$ cat config.mk
export PLATFORM = sky130hd
export DESIGN_NAME = stall_ctrl
export DESIGN_NICKNAME = d
export VERILOG_FILES = /design/src/rtl/stall_ctrl_pkg.sv /design/src/rtl/stall_ctrl_sat_counter.sv /design/src/rtl/stall_ctrl.sv
export SDC_FILE = /design/constraint.sdc
export NUM_CORES = 1
export LEC_CHECK = 0
export ABC_AREA = 1
export BUFFER_PORTS_ARGS = -buffer_cell sky130_fd_sc_hd__buf_2
export CAP_MARGIN = 10
export CORE_MARGIN = 10
export CORE_UTILIZATION = 38
export CTS_CLUSTER_SIZE = 40
export DETAILED_ROUTE_END_ITERATION = 8
export GPL_ROUTABILITY_DRIVEN = 0
export GPL_TIMING_DRIVEN = 1
export PLACE_DENSITY = 0.71
export SLEW_MARGIN = 10
export SYNTH_ARGS = -nofsm -noshare
export SYNTH_HDL_FRONTEND = slang
export SYNTH_SLANG_ARGS = --single-unit
$ cat constraint.sdc
create_clock -name clk -period 3.8 [get_ports clk]
set_input_delay 0.57 -clock clk [delete_from_list [all_inputs] [get_ports clk]]
set_output_delay 0.57 -clock clk [all_outputs]
set_load 0.05 [all_outputs]
$ cat src/rtl/stall_ctrl_pkg.sv
// Shared widths, stall vector encodings and controller state type for stall_ctrl.
package stall_ctrl_pkg;

    localparam int unsigned STALL_W    = 6;
    localparam int unsigned CNT_W      = 6;
    localparam int unsigned PERF_W     = 32;
    localparam int unsigned REG_ADDR_W = 5;

    typedef logic [STALL_W-1:0] stall_bus_t;

    // bit0 pc, bit1 if, bit2 id, bit3 ex, bit4 mem, bit5 wb
    localparam stall_bus_t STALL_NONE    = 6'b000000;
    localparam stall_bus_t STALL_LOADUSE = 6'b000111;
    localparam stall_bus_t STALL_MULTI   = 6'b001111;

    localparam logic [REG_ADDR_W-1:0] NOP_REG_ADDR = '0;

    typedef enum logic [1:0] {
        CTRL_IDLE  = 2'd0,
        CTRL_MULTI = 2'd1,
        CTRL_FLUSH = 2'd2
    } ctrl_state_e;

    function automatic logic reg_hit(input logic rd_en,
                                     input logic [REG_ADDR_W-1:0] rd_addr,
                                     input logic [REG_ADDR_W-1:0] wr_addr);
        return rd_en && (rd_addr == wr_addr);
    endfunction

endpackage

$ cat src/rtl/stall_ctrl_sat_counter.sv
// Saturating up-counter with synchronous reset and increment enable.
module sat_counter #(
    parameter int unsigned W = 32
) (
    input  logic         clk,
    input  logic         rst,
    input  logic         inc,
    output logic [W-1:0] count
);

    always_ff @(posedge clk) begin
        if (rst) begin
            count <= '0;
        end else if (inc && (count != {W{1'b1}})) begin
            count <= count + W'(1);
        end
    end

endmodule

$ cat src/rtl/stall_ctrl.sv
// Pipeline stall/flush sequencer: load-use bubbles, multi-cycle ex holds and
// exception flushes, plus a saturating stall-cycle performance counter.
module stall_ctrl
    import stall_ctrl_pkg::*;
(
    input  logic                  clk,
    input  logic                  rst,
    input  logic                  id_reg1_read_i,
    input  logic [REG_ADDR_W-1:0] id_reg1_addr_i,
    input  logic                  id_reg2_read_i,
    input  logic [REG_ADDR_W-1:0] id_reg2_addr_i,
    input  logic                  ex_is_load_i,
    input  logic                  ex_wreg_i,
    input  logic [REG_ADDR_W-1:0] ex_waddr_i,
    input  logic                  ex_multi_start_i,
    input  logic [CNT_W-1:0]      ex_multi_len_i,
    input  logic                  flush_req_i,
    output logic [STALL_W-1:0]    stall_o,
    output logic                  flush_o,
    output logic                  multi_busy_o,
    output logic [PERF_W-1:0]     stall_cnt_o
);

    ctrl_state_e      state, state_n;
    logic [CNT_W-1:0] remain, remain_n;
    logic             lu;
    stall_bus_t       stall_n;
    logic             busy_n;

    assign lu = ex_is_load_i && ex_wreg_i && (ex_waddr_i != NOP_REG_ADDR) &&
                (reg_hit(id_reg1_read_i, id_reg1_addr_i, ex_waddr_i) ||
                 reg_hit(id_reg2_read_i, id_reg2_addr_i, ex_waddr_i));

    always_ff @(posedge clk) begin
        if (rst) begin
            state   <= CTRL_IDLE;
            remain  <= '0;
            flush_o <= 1'b0;
        end else begin
            state   <= state_n;
            remain  <= remain_n;
            flush_o <= (state_n == CTRL_FLUSH);
        end
    end

    // Priority within a cycle: flush > multi-cycle > load-use.
    always_comb begin
        state_n  = state;
        remain_n = remain;
        stall_n  = STALL_NONE;
        busy_n   = 1'b0;
        case (state)
            CTRL_IDLE: begin
                if (flush_req_i) begin
                    state_n = CTRL_FLUSH;
                end else if (ex_multi_start_i && (ex_multi_len_i != '0)) begin
                    stall_n = STALL_MULTI;
                    busy_n  = 1'b1;
                    if (ex_multi_len_i != CNT_W'(1)) begin
                        remain_n = ex_multi_len_i - CNT_W'(1);
                        state_n  = CTRL_MULTI;
                    end
                end else if (lu) begin
                    stall_n = STALL_LOADUSE;
                end
            end
            CTRL_MULTI: begin
                stall_n = STALL_MULTI;
                busy_n  = 1'b1;
                if (flush_req_i) begin
                    state_n  = CTRL_FLUSH;
                    remain_n = '0;
                end else begin
                    remain_n = remain - CNT_W'(1);
                    if (remain == CNT_W'(1)) begin
                        state_n = CTRL_IDLE;
                    end
                end
            end
            CTRL_FLUSH: begin
                state_n = flush_req_i ? CTRL_FLUSH : CTRL_IDLE;
            end
            default: begin
                state_n = CTRL_IDLE;
            end
        endcase
        if (rst) begin
            stall_n = STALL_NONE;
            busy_n  = 1'b0;
        end
    end

    assign stall_o      = stall_n;
    assign multi_busy_o = busy_n;

    sat_counter #(.W(PERF_W)) u_stall_cnt (
        .clk   (clk),
        .rst   (rst),
        .inc   (stall_n != STALL_NONE),
        .count (stall_cnt_o)
    );

endmodule

* After elaboration in Yosys (flattened, before gate mapping) *
Cells that the tools add are included.

word-level totals
  register bits after elaboration = 41
  word-level logic and storage cells = 53
  input bits = 29
  output and inout bits = 40

cells by class
  add/sub/neg operators = 3
  reduce and logical (&&, ||, !) cells = 14
  equality and inequality tests = 11
  muxes and demuxes = 21

operators with widths
  kind                   number
  $add 32x1->32 const B  1
  $ne 32x32->1 const B   1
  $mux 6                 5
  $mux 2                 6
  $pmux 6 s2             1
  $reduce_bool 6->1      2
  $sub 6x1->6 const B    2
  $eq 5x5->1             2
  $mux 4                 2
  $pmux 4 s2             1
  $logic_and 1x1->1      7
  $eq 6x1->1 const B     1
  $ne 2x2->1 const B     3
  $ne 6x1->1 const B     1
  $pmux 2 s3             1
  $reduce_bool 5->1      1
  $eq 2x2->1 const B     2
  $reduce_and 4->1       1
  $mux 1                 3
  $mux 3                 1
  $eq 2x1->1 const B     1
  $logic_not 2->1        1
  $pmux 1 s2             1
  $reduce_bool 2->1      1
  $logic_or 1x1->1       1

* Depth between registers and ports, before layout *
  word-level depth = 11
  gate-level depth with buffers = 13
  gate-level depth less buffers = 12

* By module *
Synthesis repeated with hierarchy kept, for this count alone.

unflattened totals
  cells, all modules = 487
  area total of the unflattened synthesis = 3030.4 um^2

by module, submodules not included
  module       times used  seq. area each (um^2)  area each (um^2)  cells each
  sat_counter  1           640.6                  2062.0            324
  stall_ctrl   1           180.2                  968.4             163

* Worst setup path before layout *
Ideal clock, no wire load.

  path kind = input to output
  start = input ex_multi_len_i[0]
  end = output stall_o[1]
  buffers on the path = 2
  required time = 3.230 ns
  data arrival time = 1.880 ns
  path slack = 1.350 ns
  stages on the path = 11
  cell sequence = inv_1 -> ha_1 -> nand3_1 -> nand2_1 -> inv_1 -> nand2_1 -> nand2_1 -> nand2_1 -> nand2_2 -> buf_2 -> buf_4

between the ends
  longest elaborated chain between the ends = 6

RTL lines
  element             RTL line          source
  start: declaration  stall_ctrl.sv:16  input logic [CNT_W-1:0] ex_multi_len_i,
  $reduce_bool 6->1   stall_ctrl.sv:56  end else if (ex_multi_start_i && (ex_multi_len_i != '0)) begin
  $logic_and 1x1->1   stall_ctrl.sv:56
  $mux 4              stall_ctrl.sv:56
  $mux 4              stall_ctrl.sv:54  if (flush_req_i) begin
  $pmux 4 s2          stall_ctrl.sv:52  case (state)
  $mux 6              stall_ctrl.sv:87  if (rst) begin
  end: declaration    stall_ctrl.sv:18  output logic [STALL_W-1:0] stall_o,

Every way passes these cells.

* Worst setup path after layout *
  start = register state[0]
  end = output stall_o[0]

between the ends
  longest elaborated chain between the ends = 3
  elaborated cells between the ends (all ways) = 4
  those cells by class = 1 x eq/ne; 2 x mux; 1 x reduce/logical

RTL lines
  element                                        RTL line          source
  start: declaration                             stall_ctrl.sv:24  ctrl_state_e state, state_n;
  start signal: assignment                       stall_ctrl.sv:40  state <= state_n;
  $eq 2x1->1 or $logic_not 2->1 (tied branches)  stall_ctrl.sv:52
  $pmux 4 s2 *                                   stall_ctrl.sv:52
  $mux 6 *                                       stall_ctrl.sv:87

Every way passes the cells marked *; elsewhere a longest branch is shown, timed or not.

==> impl_metrics.csv <==
group,metric,value,unit
clock_network,cts.reportedPaths.clkPinSlew,0.07,ns
outcome,outcome,"finished clean",
synthesis,ys_warn_count,0,
sta,tightestPinTransition,0.531,ns
hold_path,hp-start,"u_stall_cnt.count[1]",
pwr,power,955,uW
global_routing,antenna_found_initial,0,
critical_path,critPathLaunch,"state[0]",
routing,vias_per_cell,4.92,
critical_path,crit_type,"reg -> out",
routing,dr_total_vias,3230,
synthesis,syn_avg_cell_area,6.02,um2
placed_design,hpwl,6.61,mm
sta,finClkSkew,0.0140,ns
sta,finalHoldViolations,0,
floorplan,pin_count,69,
sta,setup_viol,0,
clock_network,cts_made_buffers,5,
critical_path,endpoint_kind,"output port",
floorplan,row_count,32,
clock_network,cts_tree,"built",
run,drv_cap,0,
pwr,p_seq_share,46.6,%
hold_path,hold_path_class,"reg -> reg",
pwr,power_switching,259,uW
synthesis,synth-edff-count,0,
routing,ant_nets,0,
finish,multi_input_area,1900,um2
routing,drtIter0Drc,198,
sta,rsz0062_at_grt,"no",
placed_design,place_ws,1.16,ns
synthesis,yosys-top-cells-area,"dfxtp_1 (28%), nand2_1 (22%), nor2_1 (9.3%)",
global_routing,grt_pass1_vias,2986,
pwr,p_int,696,uW
floorplan,die_w,109,um
synthesis,synthArstFlopShare,0,%
clock_network,clk_latency,0.30,ns
finish,areaGrowthSynthToFinish,16.1,%
floorplan,start_util,38.7,%
finish,drive_above_1_share,15.2,%
clock_network,postCtsResizedCells,0,
clock_network,cts_setup_buffers,0,
routing,route.detailed.drc,0,
sta,hold_ws,0.500,ns
critical_path,worstPathRequired,3.23,ns
sta,finalMaxSlewViolations,0,
global_routing,track_usage,14.3,%
pwr,leakage,0.00155,uW
critical_path,crit_fanout,25,
synthesis,seq_area_frac_synth,27.6,%
pwr,ir_worst_vdd,125,uV
finish,fillers,822,
synthesis,synth_common_cells,"nand2_1 (172), nor2_1 (74), a21oi_1 (42), dfxtp_1 (41), nand3_1 (40)",
sta,setup_slack,1.14,ns
routing,wire_per_inst,12.8,um
sta,finalCritPeriodShare,69.9,%
routing,firstDrtPassIters,5,
clock_network,root_buffer,"clkbuf_8",
synthesis,syn_inst,495,
clock_network,cts_max_level,2,
critical_path,cp.arrival,2.09,ns
synthesis,synth_top_area_share,27.6,%
routing,wl,8.41,mm
floorplan,coreArea,7690,um2
floorplan,die_area,11800,um2
critical_path,reg2reg_from,"u_stall_cnt.count[0]",
finish,final_nets,588,
critical_path,start_kind,"flop",
finish,ff_latch_area,821,um2
sta,maxSlewHeadroom,64.5,%
global_routing,grt_pass1_wl,14.1,mm
sta,timing.fmax,0.376,GHz
sta,finalCriticalPeriod,2.66,ns
finish,fin_util,45.0,%
clock_network,cts-hold-fix-buffers,0,
synthesis,synth.most_common_cell,"nand2_1",
pwr,swShare,27.1,%
synthesis,synth_ff_type,"dfxtp_1",
placed_design,io_buffer_count,66,
pwr,power_density,276,nW/um2
global_routing,grt_max_degree,36,
sta,setup_tns,0,ns
global_routing,grt.overflow.total,0,
pwr,p_comb_share,14.3,%
synthesis,syn_area,2980,um2
finish,antenna_cells,0,
clock_network,clock-sinks,41,
clock_network,cts_buffer_depth,2,
synthesis,yosys.area.top_type,"dfxtp_1",
pwr,p_clk_share,39.1,%
synthesis,yosys_register_bits,41,
floorplan,fp.dieH,109,um
synthesis,yosysUniqueCellTypes,31,
## layout make-up
class	instances	area share, %
Sequential cell	41	23.7
Clock buffer	7	2.50
Clock inverter	1	0.869
Multi-Input combinational cell	399	55.1
Inverter	38	4.13
Tap cell	102	3.69
Timing Repair Buffer	68	9.99
## path summary, 6_finish.rpt
| check | end | slack, ns | cells past startpoint |
|---|---|---|---|
| worst max-delay path | stall_o[0] | 1.14 | 7 |
| worst min-delay path | u_stall_cnt.count[1] | 0.50 | 2 |
| worst max register to register | u_stall_cnt.count[24] | 1.17 | 9 |
| worst min register to register | u_stall_cnt.count[1] | 0.50 | 2 |
## worst max-delay path, cell delays in order, from the launching register on
cell and delay [ns]:
dfxtp_1 0.35, inv_1 0.05, nor2_1 0.27, inv_1 0.18
nand2_1 0.10, nand2_1 0.07, nand2_2 0.40, buf_2 0.36
## cells by family after synthesis
logic type / synth area share, %
AND/OR/NAND/NOR: 46.0
AO/OA/AOI/OAI: 9.92
buffers and inverters: 8.61
flip-flops: 27.6
XOR/XNOR: 5.29
adder cells (fa/ha/maj): 2.52
other: 0.126
## registers in the layout, indices dropped and copies added, names as in the netlist
signal             cells
flush_o                1
remain                 6
state                  2
u_stall_cnt.count     32
## metrics by stage
| stage | instance area [um2] | cells |
|---|---|---|
| floorplan | 2980 | 496 |
| global placement | 3340 | 648 |
| detailed placement | 3340 | 648 |
| CTS | 3460 | 656 |
| global route | 3460 | 656 |
| finish | 3460 | 656 |
## power by group through the flow
stage	registers, uW	clock network (uW)	logic (uW)
2_1_floorplan	458	0	97.7
3_3_place_gp	455	0	132
3_5_place_dp	455	0	136
4_1_cts	445	380	137
5_1_grt	447	395	153
6_report	446	373	136
## metal layers
metal | up-vias | share of wire, % | track usage [%]
met5 | - | 0 | 0
met4 | 0 | 1.6 | 4.61
met3 | 13 | 6.0 | 3.21
met2 | 80 | 48 | 23.9
met1 | 1443 | 45 | 17.7
li1 | 1694 | - | -
## cell usage in the layout (no fill, tap or decap), drive strengths merged
cell      n
a211oi    3
a21oi    42
a31oi     1
and3      2
buf      68
bufinv    1
clkbuf    7
conb      2
dfxtp    41
ha        6
inv      38
nand2   175
nand3    40
nand3b   15
nand4     5
nor2     76
nor3      3
o21ai     6
o22ai     3
o31ai     1
or2       1
xnor2     5
xor2     13
(Power assumes the default switching activity.)
